===== config.mk =====
export PLATFORM = sky130hd
export DESIGN_NAME = prog_loader
export DESIGN_NICKNAME = d
export VERILOG_FILES = /design/src/rtl/prog_loader.sv
export SDC_FILE = /design/constraint.sdc
export NUM_CORES = 1
export LEC_CHECK = 0
export BUFFER_PORTS_ARGS = -buffer_cell sky130_fd_sc_hd__buf_2
export CAP_MARGIN = 25
export CORE_UTILIZATION = 40
export DETAILED_ROUTE_END_ITERATION = 8
export PLACE_DENSITY = 0.63
export SYNTH_ARGS = -nofsm -noshare
export SYNTH_HDL_FRONTEND = slang
export SYNTH_SLANG_ARGS = --single-unit

===== constraint.sdc =====
create_clock -name clk_i -period 4.65 [get_ports clk_i]
set_input_delay 0.465 -clock clk_i [delete_from_list [all_inputs] [get_ports clk_i]]
set_output_delay 0.465 -clock clk_i [all_outputs]
set_load 0.02 [all_outputs]

===== src/rtl/prog_loader.sv =====
// rtl/prog_loader.sv - UART boot loader that writes a framed image to memory and releases the core.
// Optional trailing XOR checksum is enabled by defining PROG_LOADER_CHECKSUM_EN.
module prog_loader #(
   parameter int          CLKS_PER_BIT = 434,
   parameter logic [14:0] LOAD_BASE    = 15'h2400,
   parameter int          MAX_WORDS    = 1024
) (
   input  logic        clk_i,
   input  logic        rst_n_i,
   input  logic        rx_i,
   output logic [14:0] mem_addr_o,
   output logic [15:0] mem_wdata_o,
   output logic        mem_we_o,
   output logic        core_run_o,
   output logic        busy_o,
   output logic        err_o
);

   localparam int            CW      = $clog2(CLKS_PER_BIT + 1);
   localparam logic [CW-1:0] HALF_M1 = CW'(CLKS_PER_BIT / 2 - 1);
   localparam logic [CW-1:0] FULL_M1 = CW'(CLKS_PER_BIT - 1);

   typedef enum logic [1:0] {RX_IDLE, RX_START, RX_DATA, RX_STOP} rx_state_e;
   typedef enum logic [2:0] {F_IDLE, F_LEN_HI, F_LEN_LO, F_DATA_HI,
                             F_DATA_LO, F_CHECK, F_ERROR, F_DONE} f_state_e;

   // Synchronizer flops reset to the idle (high) line level so reset never fakes a start edge.
   logic rx_s1_q, rx_s2_q, rx_prev_q;

   always_ff @(posedge clk_i) begin
      if (!rst_n_i) begin
         rx_s1_q   <= 1'b1;
         rx_s2_q   <= 1'b1;
         rx_prev_q <= 1'b1;
      end else begin
         rx_s1_q   <= rx_i;
         rx_s2_q   <= rx_s1_q;
         rx_prev_q <= rx_s2_q;
      end
   end

   rx_state_e     rx_state_q;
   logic [CW-1:0] cnt_q;
   logic [2:0]    bit_idx_q;
   logic [7:0]    shift_q;
   logic          byte_valid_q;
   logic          frame_err_q;

   always_ff @(posedge clk_i) begin
      if (!rst_n_i) begin
         rx_state_q   <= RX_IDLE;
         cnt_q        <= '0;
         bit_idx_q    <= '0;
         shift_q      <= '0;
         byte_valid_q <= 1'b0;
         frame_err_q  <= 1'b0;
      end else begin
         byte_valid_q <= 1'b0;
         frame_err_q  <= 1'b0;
         case (rx_state_q)
            RX_IDLE: begin
               if (rx_prev_q && !rx_s2_q) begin
                  cnt_q      <= '0;
                  rx_state_q <= RX_START;
               end
            end
            RX_START: begin
               if (cnt_q == HALF_M1) begin
                  cnt_q      <= '0;
                  bit_idx_q  <= '0;
                  rx_state_q <= rx_s2_q ? RX_IDLE : RX_DATA;
               end else begin
                  cnt_q <= cnt_q + 1'b1;
               end
            end
            RX_DATA: begin
               if (cnt_q == FULL_M1) begin
                  cnt_q     <= '0;
                  shift_q   <= {rx_s2_q, shift_q[7:1]};
                  bit_idx_q <= bit_idx_q + 3'd1;
                  if (bit_idx_q == 3'd7) begin
                     rx_state_q <= RX_STOP;
                  end
               end else begin
                  cnt_q <= cnt_q + 1'b1;
               end
            end
            RX_STOP: begin
               if (cnt_q == FULL_M1) begin
                  byte_valid_q <= rx_s2_q;
                  frame_err_q  <= !rx_s2_q;
                  rx_state_q   <= RX_IDLE;
               end else begin
                  cnt_q <= cnt_q + 1'b1;
               end
            end
            default: rx_state_q <= RX_IDLE;
         endcase
      end
   end

   f_state_e    f_state_q;
   logic [7:0]  len_hi_q;
   logic [7:0]  data_hi_q;
   logic [15:0] len_q;
   logic [15:0] idx_q;
   logic [14:0] mem_addr_q;
   logic [15:0] mem_wdata_q;
   logic        mem_we_q;
   logic        core_run_q;
   logic        busy_q;
   logic        err_q;

   logic [15:0] len_d;
   logic [15:0] idx_d;
   logic [14:0] addr_d;

   assign len_d  = {len_hi_q, shift_q};
   assign idx_d  = idx_q + 16'd1;
   assign addr_d = LOAD_BASE + idx_q[14:0];

`ifdef PROG_LOADER_CHECKSUM_EN
   logic [7:0] xor_q;
   logic [7:0] xor_d;
   assign xor_d = xor_q ^ shift_q;
`endif

   always_ff @(posedge clk_i) begin
      if (!rst_n_i) begin
         f_state_q   <= F_IDLE;
         len_hi_q    <= '0;
         data_hi_q   <= '0;
         len_q       <= '0;
         idx_q       <= '0;
         mem_addr_q  <= LOAD_BASE;
         mem_wdata_q <= '0;
         mem_we_q    <= 1'b0;
         core_run_q  <= 1'b0;
         busy_q      <= 1'b0;
         err_q       <= 1'b0;
`ifdef PROG_LOADER_CHECKSUM_EN
         xor_q       <= '0;
`endif
      end else begin
         mem_we_q <= 1'b0;
         // Once DONE the line is ignored, so a bad stop bit cannot disturb a loaded core.
         if (frame_err_q && f_state_q != F_DONE) begin
            err_q     <= 1'b1;
            busy_q    <= 1'b0;
            f_state_q <= F_IDLE;
         end else begin
            case (f_state_q)
               F_IDLE: begin
                  if (byte_valid_q && shift_q == 8'hA5) begin
                     busy_q    <= 1'b1;
                     f_state_q <= F_LEN_HI;
`ifdef PROG_LOADER_CHECKSUM_EN
                     xor_q     <= '0;
`endif
                  end
               end
               F_LEN_HI: begin
                  if (byte_valid_q) begin
                     len_hi_q  <= shift_q;
                     f_state_q <= F_LEN_LO;
                  end
               end
               F_LEN_LO: begin
                  if (byte_valid_q) begin
                     len_q <= len_d;
                     idx_q <= '0;
                     if (len_d > 16'(MAX_WORDS)) begin
                        err_q     <= 1'b1;
                        busy_q    <= 1'b0;
                        f_state_q <= F_ERROR;
                     end else if (len_d == 16'd0) begin
`ifdef PROG_LOADER_CHECKSUM_EN
                        f_state_q <= F_CHECK;
`else
                        busy_q    <= 1'b0;
                        err_q     <= 1'b0;
                        f_state_q <= F_DONE;
`endif
                     end else begin
                        f_state_q <= F_DATA_HI;
                     end
                  end
               end
               F_DATA_HI: begin
                  if (byte_valid_q) begin
                     data_hi_q <= shift_q;
                     f_state_q <= F_DATA_LO;
`ifdef PROG_LOADER_CHECKSUM_EN
                     xor_q     <= xor_d;
`endif
                  end
               end
               F_DATA_LO: begin
                  if (byte_valid_q) begin
                     mem_we_q    <= 1'b1;
                     mem_addr_q  <= addr_d;
                     mem_wdata_q <= {data_hi_q, shift_q};
                     idx_q       <= idx_d;
`ifdef PROG_LOADER_CHECKSUM_EN
                     xor_q       <= xor_d;
                     f_state_q   <= (idx_d == len_q) ? F_CHECK : F_DATA_HI;
`else
                     if (idx_d == len_q) begin
                        busy_q    <= 1'b0;
                        err_q     <= 1'b0;
                        f_state_q <= F_DONE;
                     end else begin
                        f_state_q <= F_DATA_HI;
                     end
`endif
                  end
               end
`ifdef PROG_LOADER_CHECKSUM_EN
               F_CHECK: begin
                  if (byte_valid_q) begin
                     busy_q    <= 1'b0;
                     err_q     <= (shift_q != xor_q);
                     f_state_q <= (shift_q == xor_q) ? F_DONE : F_ERROR;
                  end
               end
`endif
               F_ERROR: f_state_q <= F_IDLE;
               F_DONE:  core_run_q <= 1'b1;
               default: f_state_q <= F_IDLE;
            endcase
         end
      end
   end

   assign mem_addr_o  = mem_addr_q;
   assign mem_wdata_o = mem_wdata_q;
   assign mem_we_o    = mem_we_q;
   assign core_run_o  = core_run_q;
   assign busy_o      = busy_q;
   assign err_o       = err_q;

endmodule


Yosys cells after proc, flatten, opt, wreduce, memory -nomap -nowiden
Index checks and enable logic that the tools add are counted.
{ "totals": {"input_bits": 3, "word_cells": 126, "reg_bits": 113} }
{ "classes": {"n_lt_le_gt_ge": 1, "addsub": 4, "n_bitwise": 4, "mux": 39, "eq_ne": 31, "n_reduce_logical": 27} }
{ "op_table": {"columns": ["op", "count"], "rows": [
  ["$mux 9", 4],
  ["$pmux 9 s4", 1],
  ["$mux 16", 2],
  ["$pmux 16 s2", 1],
  ["$mux 3", 10],
  ["$ne 2x2->1 const B", 12],
  ["$pmux 3 s6", 1],
  ["$reduce_and 3->1", 6],
  ["$add 16x1->16 const B", 1],
  ["$eq 16x16->1", 1],
  ["$gt 16x11->1 const B", 1],
  ["$logic_not 16->1", 1],
  ["$add 14x15->15 const A", 1],
  ["$ne 3x3->1 const B", 5],
  ["$mux 2", 6],
  ["$reduce_and 6->1", 2],
  ["$mux 1", 10],
  ["$reduce_and 5->1", 2],
  ["$add 9x1->9 const B", 1],
  ["$eq 3x3->1 const B", 3],
  ["$eq 9x8->1 const B", 1],
  ["$eq 9x9->1 const B", 1],
  ["$eq 8x8->1 const B", 1],
  ["$pmux 2 s4", 1],
  ["20 further kinds", 31]
]} }

Depth between registers and ports, before layout
Gate-level depths: netlist (run 1).
{ "depth": {"depth_word": 6, "ltp_mapped": 8, "depth_no_buf": 8} }

Least setup slack after synthesis (run 1)
Ideal clock, no wire load.
{ "synth_timing": {"path_type": "register to register", "from": "register idx_q[1]", "to": "register busy_q, in the netlist busy_o", "path_slack_ns": 2.534, "arrival_ns": 1.989, "setup_ns": 0.127, "stages_incl_launch_ff": 8, "t_required_ns": 4.523, "n_path_buf": 0, "path_cell_list": "dfxtp_1 ha_1 nand3_1 or4_1 o31a_1 a2111o_1 nor4_4 a21oi_1"} }
{ "synth_between": {"elab_chain_len": 4} }
{ "synth_rtl": {"columns": ["item", "line_no", "source"], "rows": [
  ["from (decl)", "106", "logic [15:0] idx_q;"],
  ["from (signal assigned)", "203", "idx_q <= idx_d;"],
  ["$add 16x1->16", "119", "assign idx_d = idx_q + 16'd1;"],
  ["$eq 16x16->1", "208", "if (idx_d == len_q) begin"],
  ["$ne 2x2->1 (no line)", null, null],
  ["$reduce_and 6->1 (no line)", null, null],
  ["to (signal assigned)", "139", "busy_q <= 1'b0;"],
  ["to (signal assigned)", "149", "busy_q <= 1'b0;"],
  ["to (signal assigned)", "209", "busy_q <= 1'b0;"],
  ["to (decl)", "111", "logic busy_q;"]
]} }
No other way between the ends.
A chain may end at the register's enable or synchronous reset.

Worst setup path after layout (run 1)
{ "layout_timing": {"from": "register idx_q[0]", "to": "register busy_q, in the netlist busy_o"} }
The elaborated chain is that of the path after synthesis.

==> flow_metrics.tcl, run 1 <==
set metrics [dict create \
    path_buf_inv 0 \
    finalWorstSetupSlack_ns 1.84 \
    start_util 0.410 \
    yosysTopAreaCellShare 0.439 \
    diodes 0 \
    gp_congestion 0.862 \
    finalSetupViolations 0 \
    hold_buffers 0 \
    tritoncts "yes" \
    max_freq_ghz 0.356 \
    ys_seq_area_frac 0.439 \
    postRouteAntennaNets 0 \
    synth_enable_flop_cells 0 \
    cts_resized 0 \
    postCtsSetupRepairBufs 0 \
    p_leak_nw 2.25 \
    clk_latency_ns 0.42 \
    route.detailed.drc 0 \
    final_cell_mix "113 x dfxtp_1, 100 x nand2_1, 79 x nor2_1, 47 x a21oi_1, 42 x mux2i_1" \
    numCtsBuffers 17 \
    totalWireLength_um 12000 \
    dp_worst_setup_slack_ns 1.86 \
    synth-main-ff-cell "dfxtp_1" \
    fp.dieW_um 115 \
    min_period_over_period 0.604 \
    overflow 0 \
    row_count 41 \
    p_comb_frac 0.050 \
    seqPwrFrac 0.421 \
    path_delay_family "simple AND/OR/NAND/NOR gates" \
    synth_warnings 0 \
    power.density_nw_per_um2 400 \
    htree_levels 4 \
    worst_setup_path_end_kind "flop" \
    start_kind "flop" \
    drive_above_1_share 0.133 \
    synth_area_sq_um 5150 \
    rsz0062_at_grt "false" \
    clock_path_buffers 2 \
    avgSynthCellArea_sq_um 8.39 \
    ys_seq_elements 113 \
    ys_types 58 \
    drtIter0Drc 261 \
    io_pins 38 \
    die_h_um 115 \
    crit_start "idx_q[0]" \
    power.internal_mw 1.87 \
    final_common_cell "dfxtp_1" \
    coreArea_sq_um 12600 \
    outcome "complete, no violations" \
    min_from "rx_i" \
    via_per_inst 5.23 \
    antenna_found_initial 0 \
    syn_inst 614 \
    slew_violations 0 \
    cp.arrival_ns 3.10 \
    clkTransAtPathRegs_ns 0.06 \
    fin_crit_ns 2.81 \
    vias 4316 \
    syn-num-nets 624 \
    critical_path.max_stage_delay_ns 0.57 \
    cp.required_ns 4.94 \
    irDropWorstVdd_mv 0.183 \
    grt_max_degree 77 \
    post-dp-hpwl_um 8160 \
    portBuffers 37 \
    relSlewSlack 0.350 \
    yosys-top-cells-area "dfxtp_1 44%, mux2i_1 8.2%, nand2_1 7.3%" \
    nNetsFinal 651 \
    synth_area_leader_cell "dfxtp_1" \
    synth_async_sr_flop_share 0 \
    die_area_sq_um 13300 \
    p_switching_mw 0.555 \
    root_buffer "clkbuf_16" \
    p_clk_frac 0.528 \
    crit_fanout 13 \
    grtUsageTotal 0.193 \
    finClkSkew_ns 0.0100 \
    worst_path_max_delay_cell "nor3_1" \
    drtPass1Iterations 5 \
    grt_pass1_vias 4009 \
    wl_per_cell_um 14.5 \
    grt_pass1_wl_um 19500 \
    tns_ns 0 \
    cap_viol_max_count 0 \
    area_growth_pct 18.0 \
    worstMarginPinSlew_ns 0.971 \
    worstSetupPathType "reg2reg" \
    swShare 0.228 \
    holdCritPathClass "in2reg" \
    clock_sinks 113 \
    hold_viol_final 0 \
    worstPathCellList "ha_1 > nand3_1 > nor3_1 > mux2i_1 > a2111o_1 > nor4_4 > a21oi_1" \
    timing.rr.start "idx_q[0]" \
]
logic make-up (layout without fill, tap and decap cells):
| logic type | count (synthesis) | after routing | synth area share |
|---|---|---|---|
| buffers and inverters | 47 | 86 | 0.0359 |
| xor gates and xnor gates | 34 | 34 | 0.0605 |
| muxes | 42 | 42 | 0.0816 |
| AOI/OAI and AO/OA | 115 | 115 | 0.131 |
| and+or+nand+nor | 256 | 256 | 0.235 |
| DFF | 113 | 113 | 0.439 |
| adders and majority gates | 7 | 7 | 0.0170 |
worst paths after layout:
kind	endpoint	slack (ns)	depth (start not counted)
worst max-delay path	busy_o	1.84	7
worst min-delay path	rx_s1_q	0.25	2
worst max register to register	busy_o	1.84	7
worst min register to register	rx_s2_q	0.42	1
metrics by stage:
| stage | std cells | instance area (sq um) | hold WS (ns) | total power [mW] | util |
|---|---|---|---|---|---|
| after CTS | 824 | 6070 | 0.236 | 2.45 | 0.483 |
| after global placement | 792 | 5450 | 0.395 | 1.16 | 0.434 |
| after floorplan | 614 | 5150 | 0.386 | 1.13 | - |
| after global routing | 825 | 6080 | 0.236 | 2.52 | 0.484 |
| final | 825 | 6080 | 0.247 | 2.43 | 0.484 |
| after detailed placement | 793 | 5480 | 0.395 | 1.16 | 0.436 |
synthesized netlist by cell type (5+ instances only):
| library cell | count |
|---|---|
| dfxtp_1 | 113 |
| nand2_1 | 100 |
| nor2_1 | 79 |
| a21oi_1 | 47 |
| mux2i_1 | 42 |
| clkbuf_1 | 25 |
| o21ai_0 | 22 |
| xnor2_1 | 17 |
| xor2_1 | 16 |
| nand3_1 | 14 |
| o21ai_1 | 12 |
| inv_1 | 9 |
| nor3_1 | 8 |
| a31oi_1 | 7 |
| and3_1 | 7 |
| buf_2 | 7 |
| ha_1 | 7 |
| nor4_1 | 7 |
| nand2b_1 | 6 |
| nand4_1 | 6 |
| o211ai_1 | 5 |
registers in the layout (all words and copies together), names as in the netlist, 3 cells and up, named ones only:
name         count
bit_idx_q        3
len_hi_q         8
cnt_q            9
idx_q           16
f_state_q        3
shift_q          8
mem_addr_o      15
len_q           16
mem_wdata_o     16
data_hi_q        8
final cells by class:
class / count / area [sq um]
multi-input cells: 454 / 2720
well taps: 172 / 215
clock buffers: 22 / 484
fillers: 1207 / 6490
repair buffers: 42 / 246
inverters: 13 / 48.8
flip-flops and latches: 113 / 2260
clock inverters: 9 / 106
power by group through the flow:
| stage | registers (mW) | logic [mW] | clock network (mW) |
|---|---|---|---|
| 2_1_floorplan | 1.02 | 0.107 | 0 |
| 3_3_place_gp | 1.04 | 0.120 | 0 |
| 3_5_place_dp | 1.04 | 0.122 | 0 |
| 4_1_cts | 1.02 | 0.123 | 1.30 |
| 5_1_grt | 1.03 | 0.135 | 1.36 |
| 6_report | 1.02 | 0.122 | 1.28 |
metal layers:
layer,vias up,global-route usage,part of all wire
met5,-,0,0
met4,0,0.117,0.030
met3,33,0.0492,0.043
met2,97,0.317,0.48
met1,2002,0.228,0.44
li1,2184,-,-
Note: power is estimated with default switching activity, not from simulation.
==> inputs of run 2 (changes only) <==
--- a/config.mk
+++ b/config.mk
@@ -5,6 +5,7 @@
 export SDC_FILE = /design/constraint.sdc
 export NUM_CORES = 1
 export LEC_CHECK = 0
+export ABC_AREA = 1
 export BUFFER_PORTS_ARGS = -buffer_cell sky130_fd_sc_hd__buf_2
 export CAP_MARGIN = 25
 export CORE_UTILIZATION = 40
==> constraint.sdc (replaced) <==
create_clock -name clk_i -period 2.9 [get_ports clk_i]
set_input_delay 0.29 -clock clk_i [delete_from_list [all_inputs] [get_ports clk_i]]
set_output_delay 0.29 -clock clk_i [all_outputs]
set_load 0.02 [all_outputs]
==> flow_metrics.tcl, run 2 <==
set metrics [dict create \
    overflow 0 \
    drive_above_1_share 0.119 \
    synth_area_leader_cell "dfxtp_1" \
    grt_pass1_wl_um 21500 \
    holdCritPathClass "in2reg" \
    ys_seq_elements 113 \
    synthTopCellsByCount "137 x nand2_1, 113 x dfxtp_1, 86 x inv_1, 74 x a21oi_1, 72 x nand3_1" \
    portBuffers 37 \
    worst_path_max_delay_cell "dfxtp_1" \
    die_area_sq_um 13400 \
    ys_types 36 \
    outcome "complete, no violations" \
    htree_levels 4 \
    clk_latency_ns 0.41 \
    yosys-top-cells-area "dfxtp_1 44%, nand2_1 9.9%, a21oi_1 7.1%" \
    diodes 0 \
    worstSetupPathType "reg2reg" \
    grt_pass1_vias 4541 \
    clkTransAtPathRegs_ns 0.05 \
    postCtsSetupRepairBufs 0 \
    rsz0062_at_grt "false" \
    fp.dieW_um 116 \
    totalWireLength_um 12700 \
    antenna_found_initial 0 \
    clock_sinks 113 \
    path_buf_inv 0 \
    fin_crit_ns 2.51 \
    relSlewSlack 0.479 \
    io_pins 38 \
    route.detailed.drc 0 \
    yosysMostFrequentCell "nand2_1" \
    dp_worst_setup_slack_ns 0.454 \
    final_area_sq_um 6050 \
    start_kind "flop" \
    nNetsFinal 771 \
    finClkSkew_ns 0.00592 \
    via_per_inst 5.13 \
    syn-num-nets 735 \
    root_buffer "clkbuf_16" \
    row_count 41 \
    synth_async_sr_flop_share 0 \
    ys_seq_area_frac 0.436 \
    avgSynthCellArea_sq_um 7.15 \
    drtPass1Iterations 7 \
    p_leak_nw 2.50 \
    cp.arrival_ns 2.77 \
    power.density_nw_per_um2 591 \
    start_util 0.411 \
    postRouteAntennaNets 0 \
    min_period_over_period 0.865 \
    worstPathCellList "ha_1 > nand3_1 > nor2_1 > nand2_1 > nand3_1 > nand2_1 > nor2_1 > nand2_1 > nor2_1 > nand4_1 > nand2_1 > nand2_1 > nand2_1 > a21oi_2" \
    yosysTopAreaCellShare 0.436 \
    grt_max_degree 65 \
    hold_ws_ns 0.0814 \
    worstMarginPinSlew_ns 0.781 \
    hold_buffers 0 \
    gp_congestion 0.839 \
    numCtsBuffers 17 \
    cts_resized 0 \
    slew_violations 0 \
    synth-main-ff-cell "dfxtp_1" \
    area_growth_pct 16.7 \
    final_cell_mix "137 x nand2_1, 113 x dfxtp_1, 86 x inv_1, 74 x a21oi_1, 72 x nand3_1" \
    irDropWorstVdd_mv 0.322 \
    critical_path.max_stage_delay_ns 0.41 \
    final_common_cell "nand2_1" \
    worst_setup_path_end_kind "flop" \
    tns_ns 0 \
    finalWorstSetupSlack_ns 0.392 \
    crit_fanout 5 \
    finalSetupViolations 0 \
    synth_warnings 0 \
    post-dp-hpwl_um 9090 \
    synth_enable_flop_cells 0 \
    vias 4837 \
    tritoncts "yes" \
    placed_cell_area_sq_um 5520 \
    cp.required_ns 3.17 \
    cpMostUsedCell "nand2_1" \
    die_h_um 116 \
    syn_inst 725 \
    max_freq_ghz 0.399 \
    grtUsageTotal 0.207 \
    drtIter0Drc 314 \
    clock_path_buffers 2 \
    synth_area_sq_um 5180 \
    path_delay_family "simple AND/OR/NAND/NOR gates" \
    coreArea_sq_um 12600 \
    nFillCells 1278 \
    cap_viol_max_count 0 \
    wl_per_cell_um 13.4 \
    fin_util 0.479 \
    hold_viol_final 0 \
]
## run 2: cell count changes in the layout (fill, tap and decap cells not counted), sizes merged, moves of 7 or more
cell   change
a21oi     +28
and3       -7
inv       +77
mux2i     -42
nand2     +40
nand3     +57
nand4      +9
nor2      -14
nor4       -8
o21ai     +39
xnor2     -17
xor2      -11
## run 2: power breakdown
group | switching (mW) | internal [mW]
sequential | 0.0144 | 1.57
clock | 0.668 | 1.18
combinational | 0.103 | 0.0431
## run 2: layer usage
layer  GRT usage  vias up  share of wire
li1            -     2488              -
met1       0.259     2210           0.46
met2       0.342      118           0.47
met3      0.0413       21          0.046
met4       0.100        0          0.023
met5           0        -              0
## run 2: area by class of cell
cell class / count / area, sq um / share of cell area
clock buffers: 23 / 498 / 0.0823
clock inverters: 6 / 32.5 / 0.00538
inverters: 90 / 338 / 0.0558
multi-input cells: 496 / 2470 / 0.409
flip-flops and latches: 113 / 2260 / 0.374
well taps: 172 / 215 / 0.0356
repair buffers: 43 / 230 / 0.0381
## run 2: final timing paths
path | from | endpoint | slack, ns | cells past startpoint
setup / recovery | idx_q[0] | err_o | 0.39 | 14
hold / removal | rx_i | rx_s1_q | 0.08 | 2
hold reg to reg | rx_s1_q | rx_s2_q | 0.43 | 1
setup reg to reg | idx_q[0] | err_o | 0.39 | 14
## run 2: cells by family after synthesis
group           Yosys count  share of synthesized area
buf+inv                 116                     0.0866
flops                   113                      0.436
xor+xnor                  5                    0.00845
simple gates            313                      0.272
compound gates          171                      0.180
fa+ha+maj                 7                     0.0169
## run 2: metrics by stage
stage / total power, mW / std cells
2_1_floorplan: 1.73 / 725
6_report: 3.58 / 943
4_1_cts: 3.61 / 943
3_5_place_dp: 1.76 / 914
5_1_grt: 3.70 / 943
3_3_place_gp: 1.76 / 914
